--- src/rtl/uart_tx_fifo_if.sv ---
// Byte handshake from the core's character-output port into the UART transmitter.
interface uart_tx_fifo_if;
    logic       in_valid;
    logic       in_ready;
    logic [7:0] in_data;

    modport master (output in_valid, output in_data, input in_ready);
    modport slave  (input in_valid, input in_data, output in_ready);
endinterface

--- src/rtl/uart_tx_fifo.sv ---
// 8N1 serial transmitter fed by a small byte FIFO; frames are sent back to back while data is queued.
module uart_tx_fifo #(
    parameter int unsigned CLKS_PER_BIT = 16,
    parameter int unsigned FIFO_DEPTH   = 4
) (
    input  logic                        clk,
    input  logic                        rst_n,
    uart_tx_fifo_if.slave               in_if,
    output logic                        tx,
    output logic                        busy,
    output logic [$clog2(FIFO_DEPTH):0] fifo_count
);
    localparam int unsigned AW = $clog2(FIFO_DEPTH);
    localparam int unsigned CW = AW + 1;
    localparam int unsigned TW = $clog2(CLKS_PER_BIT);
    localparam logic [TW-1:0] TIMER_LAST = TW'(CLKS_PER_BIT - 1);
    localparam logic [CW-1:0] COUNT_FULL = CW'(FIFO_DEPTH);

    typedef enum logic [1:0] {IDLE, START, DATA, STOP} state_e;

    state_e        state_q, state_d;
    logic [TW-1:0] timer_q, timer_d;
    logic [2:0]    bit_idx_q, bit_idx_d;
    logic [7:0]    shift_q, shift_d;
    logic          tx_q, tx_d;
    logic [AW-1:0] wr_ptr_q, wr_ptr_d;
    logic [AW-1:0] rd_ptr_q, rd_ptr_d;
    logic [CW-1:0] count_q, count_d;
    logic [7:0]    mem_q [FIFO_DEPTH];
    logic [7:0]    head;
    logic          push;
    logic          pop;
    logic          timer_done;

    // A full FIFO refuses pushes even when a pop happens in the same cycle.
    assign in_if.in_ready = (count_q != COUNT_FULL);
    assign push           = in_if.in_valid && in_if.in_ready;
    assign head           = mem_q[rd_ptr_q];
    assign timer_done     = (timer_q == TIMER_LAST);

    assign tx         = tx_q;
    assign busy       = (state_q != IDLE) || (count_q != '0);
    assign fifo_count = count_q;

    // FIFO pointer and occupancy update.
    always_comb begin
        wr_ptr_d = wr_ptr_q;
        rd_ptr_d = rd_ptr_q;
        count_d  = count_q + CW'(push) - CW'(pop);
        if (push) wr_ptr_d = wr_ptr_q + AW'(1);
        if (pop)  rd_ptr_d = rd_ptr_q + AW'(1);
    end

    // Frame sequencing; tx_d is the line level for the cycle after the edge.
    always_comb begin
        state_d   = state_q;
        timer_d   = timer_q;
        bit_idx_d = bit_idx_q;
        shift_d   = shift_q;
        tx_d      = tx_q;
        pop       = 1'b0;
        case (state_q)
            IDLE: begin
                tx_d = 1'b1;
                if (count_q != '0) begin
                    pop     = 1'b1;
                    shift_d = head;
                    timer_d = '0;
                    state_d = START;
                    tx_d    = 1'b0;
                end
            end
            START: begin
                if (timer_done) begin
                    timer_d   = '0;
                    bit_idx_d = '0;
                    state_d   = DATA;
                    tx_d      = shift_q[0];
                end else begin
                    timer_d = timer_q + TW'(1);
                end
            end
            DATA: begin
                if (timer_done) begin
                    timer_d = '0;
                    if (bit_idx_q == 3'd7) begin
                        state_d = STOP;
                        tx_d    = 1'b1;
                    end else begin
                        bit_idx_d = bit_idx_q + 3'd1;
                        shift_d   = {1'b0, shift_q[7:1]};
                        tx_d      = shift_q[1];
                    end
                end else begin
                    timer_d = timer_q + TW'(1);
                end
            end
            STOP: begin
                if (timer_done) begin
                    timer_d = '0;
                    if (count_q != '0) begin
                        pop     = 1'b1;
                        shift_d = head;
                        state_d = START;
                        tx_d    = 1'b0;
                    end else begin
                        state_d = IDLE;
                        tx_d    = 1'b1;
                    end
                end else begin
                    timer_d = timer_q + TW'(1);
                end
            end
            default: begin
                state_d = IDLE;
                tx_d    = 1'b1;
            end
        endcase
    end

    // FIFO storage; contents are don't-care until written.
    always_ff @(posedge clk) begin
        if (push) mem_q[wr_ptr_q] <= in_if.in_data;
    end

    // State, counters and line register; reset discards any frame and queued bytes.
    always_ff @(posedge clk or negedge rst_n) begin
        if (!rst_n) begin
            state_q   <= IDLE;
            timer_q   <= '0;
            bit_idx_q <= '0;
            shift_q   <= '0;
            tx_q      <= 1'b1;
            wr_ptr_q  <= '0;
            rd_ptr_q  <= '0;
            count_q   <= '0;
        end else begin
            state_q   <= state_d;
            timer_q   <= timer_d;
            bit_idx_q <= bit_idx_d;
            shift_q   <= shift_d;
            tx_q      <= tx_d;
            wr_ptr_q  <= wr_ptr_d;
            rd_ptr_q  <= rd_ptr_d;
            count_q   <= count_d;
        end
    end
endmodule

--- src/flat_wrapper.sv ---
// flat-port wrapper written by rule: the top's interface ports become plain ports
module uart_tx_fifo_flat 
#(
    parameter int unsigned CLKS_PER_BIT = 16,
    parameter int unsigned FIFO_DEPTH   = 4
)
  (clk, rst_n, tx, busy, fifo_count, in_if_in_valid, in_if_in_data, in_if_in_ready);
  uart_tx_fifo_if in_if_i ();
  input  logic clk;
  input  logic rst_n;
  output logic tx;
  output logic busy;
  output logic [$clog2(FIFO_DEPTH):0] fifo_count;
  input wire logic [$bits(in_if_i.in_valid)-1:0] in_if_in_valid;
  input wire logic [$bits(in_if_i.in_data)-1:0] in_if_in_data;
  output wire logic [$bits(in_if_i.in_ready)-1:0] in_if_in_ready;
  assign in_if_i.in_valid = in_if_in_valid;
  assign in_if_i.in_data = in_if_in_data;
  assign in_if_in_ready = in_if_i.in_ready;
  uart_tx_fifo #(.CLKS_PER_BIT(CLKS_PER_BIT), .FIFO_DEPTH(FIFO_DEPTH)) u_core (.clk(clk), .rst_n(rst_n), .in_if(in_if_i), .tx(tx), .busy(busy), .fifo_count(fifo_count));
endmodule
--- config.mk ---
export PLATFORM = sky130hd
export DESIGN_NAME = uart_tx_fifo_flat
export DESIGN_NICKNAME = d
export VERILOG_FILES = /design/src/rtl/uart_tx_fifo_if.sv /design/src/rtl/uart_tx_fifo.sv /design/src/flat_wrapper.sv
export SDC_FILE = /design/constraint.sdc
export NUM_CORES = 1
export LEC_CHECK = 0
export ABC_AREA = 1
export CORE_MARGIN = 8
export CORE_UTILIZATION = 53
export DETAILED_ROUTE_END_ITERATION = 10
export PLACE_DENSITY = 0.75
export SLEW_MARGIN = 20
export SYNTH_ARGS = -nofsm -noshare
export SYNTH_HDL_FRONTEND = slang
export SYNTH_SLANG_ARGS = --single-unit
--- constraint.sdc ---
create_clock -name clk -period 2.16 [get_ports clk]
set_input_delay 0.432 -clock clk [delete_from_list [all_inputs] [get_ports clk]]
set_output_delay 0.432 -clock clk [all_outputs]
set_load 0.01 [all_outputs]
==> report_table.html <==
<table>
<tr><th>Metric</th><th>Value</th></tr>
<tr><th colspan="2">Status</th></tr>
<tr><td>Result of the run</td><td>completed</td></tr>
<tr><th colspan="2">Synthesis</th></tr>
<tr><td>Count of unique library cells instantiated by Yosys</td><td>30</td></tr>
<tr><td>Total of warnings raised by yosys</td><td>0</td></tr>
<tr><td>Mapped Cells</td><td>293</td></tr>
<tr><td>Mapped cell area</td><td>0.00276 sq mm</td></tr>
<tr><td>Mean Syn Cell Area</td><td>9.43 sq um</td></tr>
<tr><td>Total of flip-flops plus latches after synthesis</td><td>57</td></tr>
<tr><td>Net count of the mapped netlist</td><td>319</td></tr>
<tr><td>Share of synthesized area occupied by flip-flops and latches</td><td>57.5%</td></tr>
<tr><th colspan="2">CTS</th></tr>
<tr><td>Clk pin slew, worst setup/hold paths</td><td>0.07 ns</td></tr>
<tr><td>Clock latency of the later-clocked register in the worst-skew pair</td><td>0.33 ns</td></tr>
<tr><td>CTS Sinks</td><td>57</td></tr>
<tr><td>H-tree depth</td><td>3</td></tr>
<tr><td>Number of buffers inserted by hold repair at cts</td><td>0</td></tr>
<tr><td>TritonCTS clock tree</td><td>built</td></tr>
<tr><td>Clock buffer count from CTS</td><td>9</td></tr>
<tr><td>Maximum number of buffers from clock root to sink</td><td>2</td></tr>
<tr><td>Root buf cell</td><td>sky130_fd_sc_hd__clkbuf_8</td></tr>
<tr><th colspan="2">Worst setup path</th></tr>
<tr><td>Signal arrival time at the worst endpoint</td><td>2.35 ns</td></tr>
<tr><td>Worst EP required</td><td>2.37 ns</td></tr>
<tr><td>Max Fanout on Critical Path</td><td>3</td></tr>
<tr><td>Worst path slowest cell</td><td>sky130_fd_sc_hd__dfrtp_1</td></tr>
<tr><td>Critical path start-end classification</td><td>flip-flop to flip-flop</td></tr>
<tr><td>Kind of capture point of the worst setup path</td><td>flip-flop</td></tr>
<tr><td>Critical-path cell list</td><td>inv_2 &gt; ha_4 &gt; nor2_1 &gt; nand2_1 &gt; inv_2 &gt; ha_4 &gt; inv_2 &gt; ha_4 &gt; fa_2 &gt; xnor2_2 &gt; xor2_1</td></tr>
<tr><td>Longest individual stage delay on the worst path</td><td>0.39 ns</td></tr>
<tr><td>Kind of start point of the critical path</td><td>flip-flop</td></tr>
<tr><th colspan="2">STA</th></tr>
<tr><td>Setup repair after global routing missed its margin</td><td>true</td></tr>
<tr><td>Post-layout min period</td><td>2.14 ns</td></tr>
<tr><td>Part of the cycle the worst path needs</td><td>99.1%</td></tr>
<tr><td>Number of endpoints with negative hold slack in the final report</td><td>0</td></tr>
<tr><td>Relative slew slack</td><td>60.4%</td></tr>
<tr><td>Setup slack of the critical path after layout</td><td>0.0196 ns</td></tr>
<tr><td>Max-slew violation count</td><td>0</td></tr>
<tr><td>TNS Setup</td><td>0 ns</td></tr>
<tr><td>Final hold slack</td><td>0.459 ns</td></tr>
<tr><td>Final number of setup-violating endpoints</td><td>0</td></tr>
<tr><td>Worst Max-Slew Pin Slew</td><td>0.594 ns</td></tr>
<tr><td>Maximum clock skew at final layout</td><td>0.00551 ns</td></tr>
<tr><td>Fmax</td><td>467 MHz</td></tr>
<tr><th colspan="2">Placed design</th></tr>
<tr><td>Final RePlAce weighted congestion</td><td>0.849</td></tr>
<tr><td>Placed cell areas</td><td>0.00311 sq mm</td></tr>
<tr><td>Setup slack at placement</td><td>-0.0180 ns</td></tr>
<tr><td>Port Buffer Count</td><td>16</td></tr>
<tr><td>Cell total after placement</td><td>388</td></tr>
<tr><td>Final HPWL from detailed placement</td><td>3430 microns</td></tr>
<tr><th colspan="2">Cells and area</th></tr>
<tr><td>Post-route insts no fill</td><td>409</td></tr>
<tr><td>Final net count</td><td>360</td></tr>
<tr><td>Area added between synthesis and finish</td><td>23.8%</td></tr>
<tr><td>Share of the core filled with cells</td><td>67.4%</td></tr>
<tr><td>Fraction of layout instances using a drive strength above 1</td><td>18.0%</td></tr>
<tr><td>Post-layout instance area</td><td>0.00342 sq mm</td></tr>
<tr><td>Diodes inserted</td><td>0</td></tr>
<tr><th colspan="2">Die</th></tr>
<tr><td>Placeable core area</td><td>0.00507 sq mm</td></tr>
<tr><td>Height of the chip</td><td>88.2 microns</td></tr>
<tr><td>Die width</td><td>88.2 microns</td></tr>
<tr><td>Floorplan die area</td><td>0.00778 sq mm</td></tr>
<tr><td>Number of standard-cell rows in the floorplan</td><td>26</td></tr>
<tr><td>I/O pins</td><td>17</td></tr>
<tr><td>Effective utilization at floorplan</td><td>54.4%</td></tr>
<tr><th colspan="2">Flow run</th></tr>
<tr><td>Number of max-cap violations</td><td>0</td></tr>
<tr><th colspan="2">Pwr</th></tr>
<tr><td>Max VDD drop</td><td>0.000941 V</td></tr>
<tr><td>Static Leakage</td><td>1.60 nW</td></tr>
<tr><td>Power Total</td><td>3.22 mW</td></tr>
<tr><td>Power Dens Cells</td><td>941 mW/mm^2</td></tr>
<tr><th colspan="2">Min path</th></tr>
<tr><td>Path category of the worst min-delay check</td><td>input port to asynchronous set/reset pin</td></tr>
<tr><th colspan="2">Detailed routing</th></tr>
<tr><td>Number of search-and-repair iterations in the first detailed-routing pass</td><td>4</td></tr>
<tr><td>Remaining design rule violation count</td><td>0</td></tr>
<tr><td>Total wire length</td><td>5310 microns</td></tr>
<tr><td>Via-per-instance ratio</td><td>4.85</td></tr>
<tr><td>Routed length per instance</td><td>13.0 microns</td></tr>
<tr><td>Number of DRC markers after the initial detailed-route iteration</td><td>110</td></tr>
<tr><td>Vias after detailed routing</td><td>1985</td></tr>
<tr><td>Post-route ant nets</td><td>0</td></tr>
<tr><th colspan="2">Global routing</th></tr>
<tr><td>Wire length of the first global-routing pass</td><td>8910 microns</td></tr>
<tr><td>Total grt overflow</td><td>0</td></tr>
<tr><td>Maximum number of pins on one net before global-route repair</td><td>26</td></tr>
<tr><td>Via count of the first global-routing pass</td><td>2022</td></tr>
<tr><td>Number of antenna violations at the first check in global routing</td><td>0</td></tr>
<tr><td>Overall Global Routing Usage</td><td>15.4%</td></tr>
</table>
-- critical path, delay by kind of cell, from the launching register on --
| family | cells | cell delay, ns |
|---|---|---|
| DFF | 1 | 0.39 |
| xor gates and xnor gates | 2 | 0.29 |
| and+or+nand+nor | 2 | 0.15 |
| adders and majority gates | 4 | 1.02 |
| buffers and inverters | 3 | 0.17 |
-- per-layer routing --
layer / track usage, % / up-vias / routed length [microns]
met3: 4.32 / 8 / 158
met4: 9.68 / 0 / 78
met2: 26.2 / 25 / 2800
met1: 16.4 / 945 / 2270
met5: 0 / - / 0
li1: - / 1007 / -
-- final timing paths --
path	start	endpoint	slack (ns)	depth (start not counted)
worst min-delay path	rst_n	u_core.timer_q[3]	0.46	2
worst min register to register	u_core.bit_idx_q[2]	u_core.bit_idx_q[2]	0.49	2
worst max-delay path	u_core.state_q[1]	u_core.fifo_count[2]	0.02	11
max in group asynchronous	rst_n	u_core.tx	1.41	2
worst max register to register	u_core.state_q[1]	u_core.fifo_count[2]	0.02	11
min in group clk	u_core.bit_idx_q[2]	u_core.bit_idx_q[2]	0.49	2
-- report_power, final --
group | total [mW] | switching [mW] | internal (mW)
Sequential | 1.40 | 0.0688 | 1.34
Clock | 1.18 | 0.416 | 0.762
Combinational | 0.636 | 0.344 | 0.292
-- cell type report --
type / instances / area (sq um)
fillers: 396 / 1650
flip-flops and latches: 57 / 1590
multi-input cells: 179 / 1000
repair buffers: 37 / 318
inverters: 50 / 190
clock buffers: 10 / 128
clock inverters: 6 / 108
well taps: 70 / 87.6
-- sequential cells by signal (all words and copies together) (netlist names) --
signal             count
u_core.mem_q          32
u_core.shift_q         8
u_core.timer_q         4
u_core.bit_idx_q       3
u_core.fifo_count      3
u_core.rd_ptr_q        2
u_core.state_q         2
u_core.wr_ptr_q        2
u_core.tx              1
-- Yosys cell counts --
cell | n | share of area [%]
sky130_fd_sc_hd__a31oi_1 | 1 | 0.23
sky130_fd_sc_hd__nand2_1 | 77 | 10
sky130_fd_sc_hd__ha_1 | 14 | 6.3
sky130_fd_sc_hd__dfrtp_1 | 24 | 22
sky130_fd_sc_hd__inv_2 | 1 | 0.14
sky130_fd_sc_hd__inv_1 | 48 | 6.5
sky130_fd_sc_hd__nand4_1 | 2 | 0.45
sky130_fd_sc_hd__o21ai_0 | 5 | 0.91
sky130_fd_sc_hd__nand3b_1 | 1 | 0.27
sky130_fd_sc_hd__o21ai_1 | 2 | 0.36
sky130_fd_sc_hd__xor2_1 | 3 | 0.95
sky130_fd_sc_hd__or2_2 | 3 | 0.68
sky130_fd_sc_hd__nand3_1 | 30 | 5.4
sky130_fd_sc_hd__or2_1 | 3 | 0.68
sky130_fd_sc_hd__nand2_2 | 2 | 0.45
sky130_fd_sc_hd__nor2_1 | 21 | 2.9
sky130_fd_sc_hd__inv_4 | 1 | 0.23
sky130_fd_sc_hd__o21bai_1 | 1 | 0.27
sky130_fd_sc_hd__buf_4 | 1 | 0.27
sky130_fd_sc_hd__xnor2_1 | 2 | 0.63
sky130_fd_sc_hd__nor3_1 | 1 | 0.18
sky130_fd_sc_hd__fa_1 | 1 | 0.72
sky130_fd_sc_hd__edfxtp_1 | 32 | 35
sky130_fd_sc_hd__a21oi_1 | 5 | 0.91
sky130_fd_sc_hd__nand3_2 | 1 | 0.36
sky130_fd_sc_hd__nor2_2 | 2 | 0.45
sky130_fd_sc_hd__buf_2 | 6 | 1.1
sky130_fd_sc_hd__o31ai_1 | 1 | 0.27
sky130_fd_sc_hd__nor2_4 | 1 | 0.41
sky130_fd_sc_hd__dfstp_2 | 1 | 0.95
-- cells by family after synthesis --
group | share of synthesized area [%]
XOR/XNOR | 1.59
flip-flops | 57.5
buffers and inverters | 8.24
AO/OA/AOI/OAI | 2.94
adder cells (fa/ha/maj) | 7.07
AND/OR/NAND/NOR | 22.7
-- repair_timing --
item,4_1_cts,5_1_grt
endpoints found under the setup margin,1,1
pin swaps,2,3
gates cloned,0,0
buffers inserted,4,1
gates resized for setup,4,6
endpoints found under the hold margin,0,0
-- cell usage in the layout (no fill, tap or decap), drive strengths merged --
master	count
dfrtp	24
dfstp	1
edfxtp	32
clkdlybuf4s50	16
nand2	79
nand4	2
nand3	31
a31oi	1
o21bai	1
xnor2	2
o31ai	1
clkinv	2
o21ai	7
fa	1
or2	6
inv	50
clkbuf	10
xor2	3
ha	14
clkinvlp	1
buf	21
nand3b	1
nor3	1
nor2	24
bufinv	3
a21oi	5
Power figures use the tool's default switching activity.
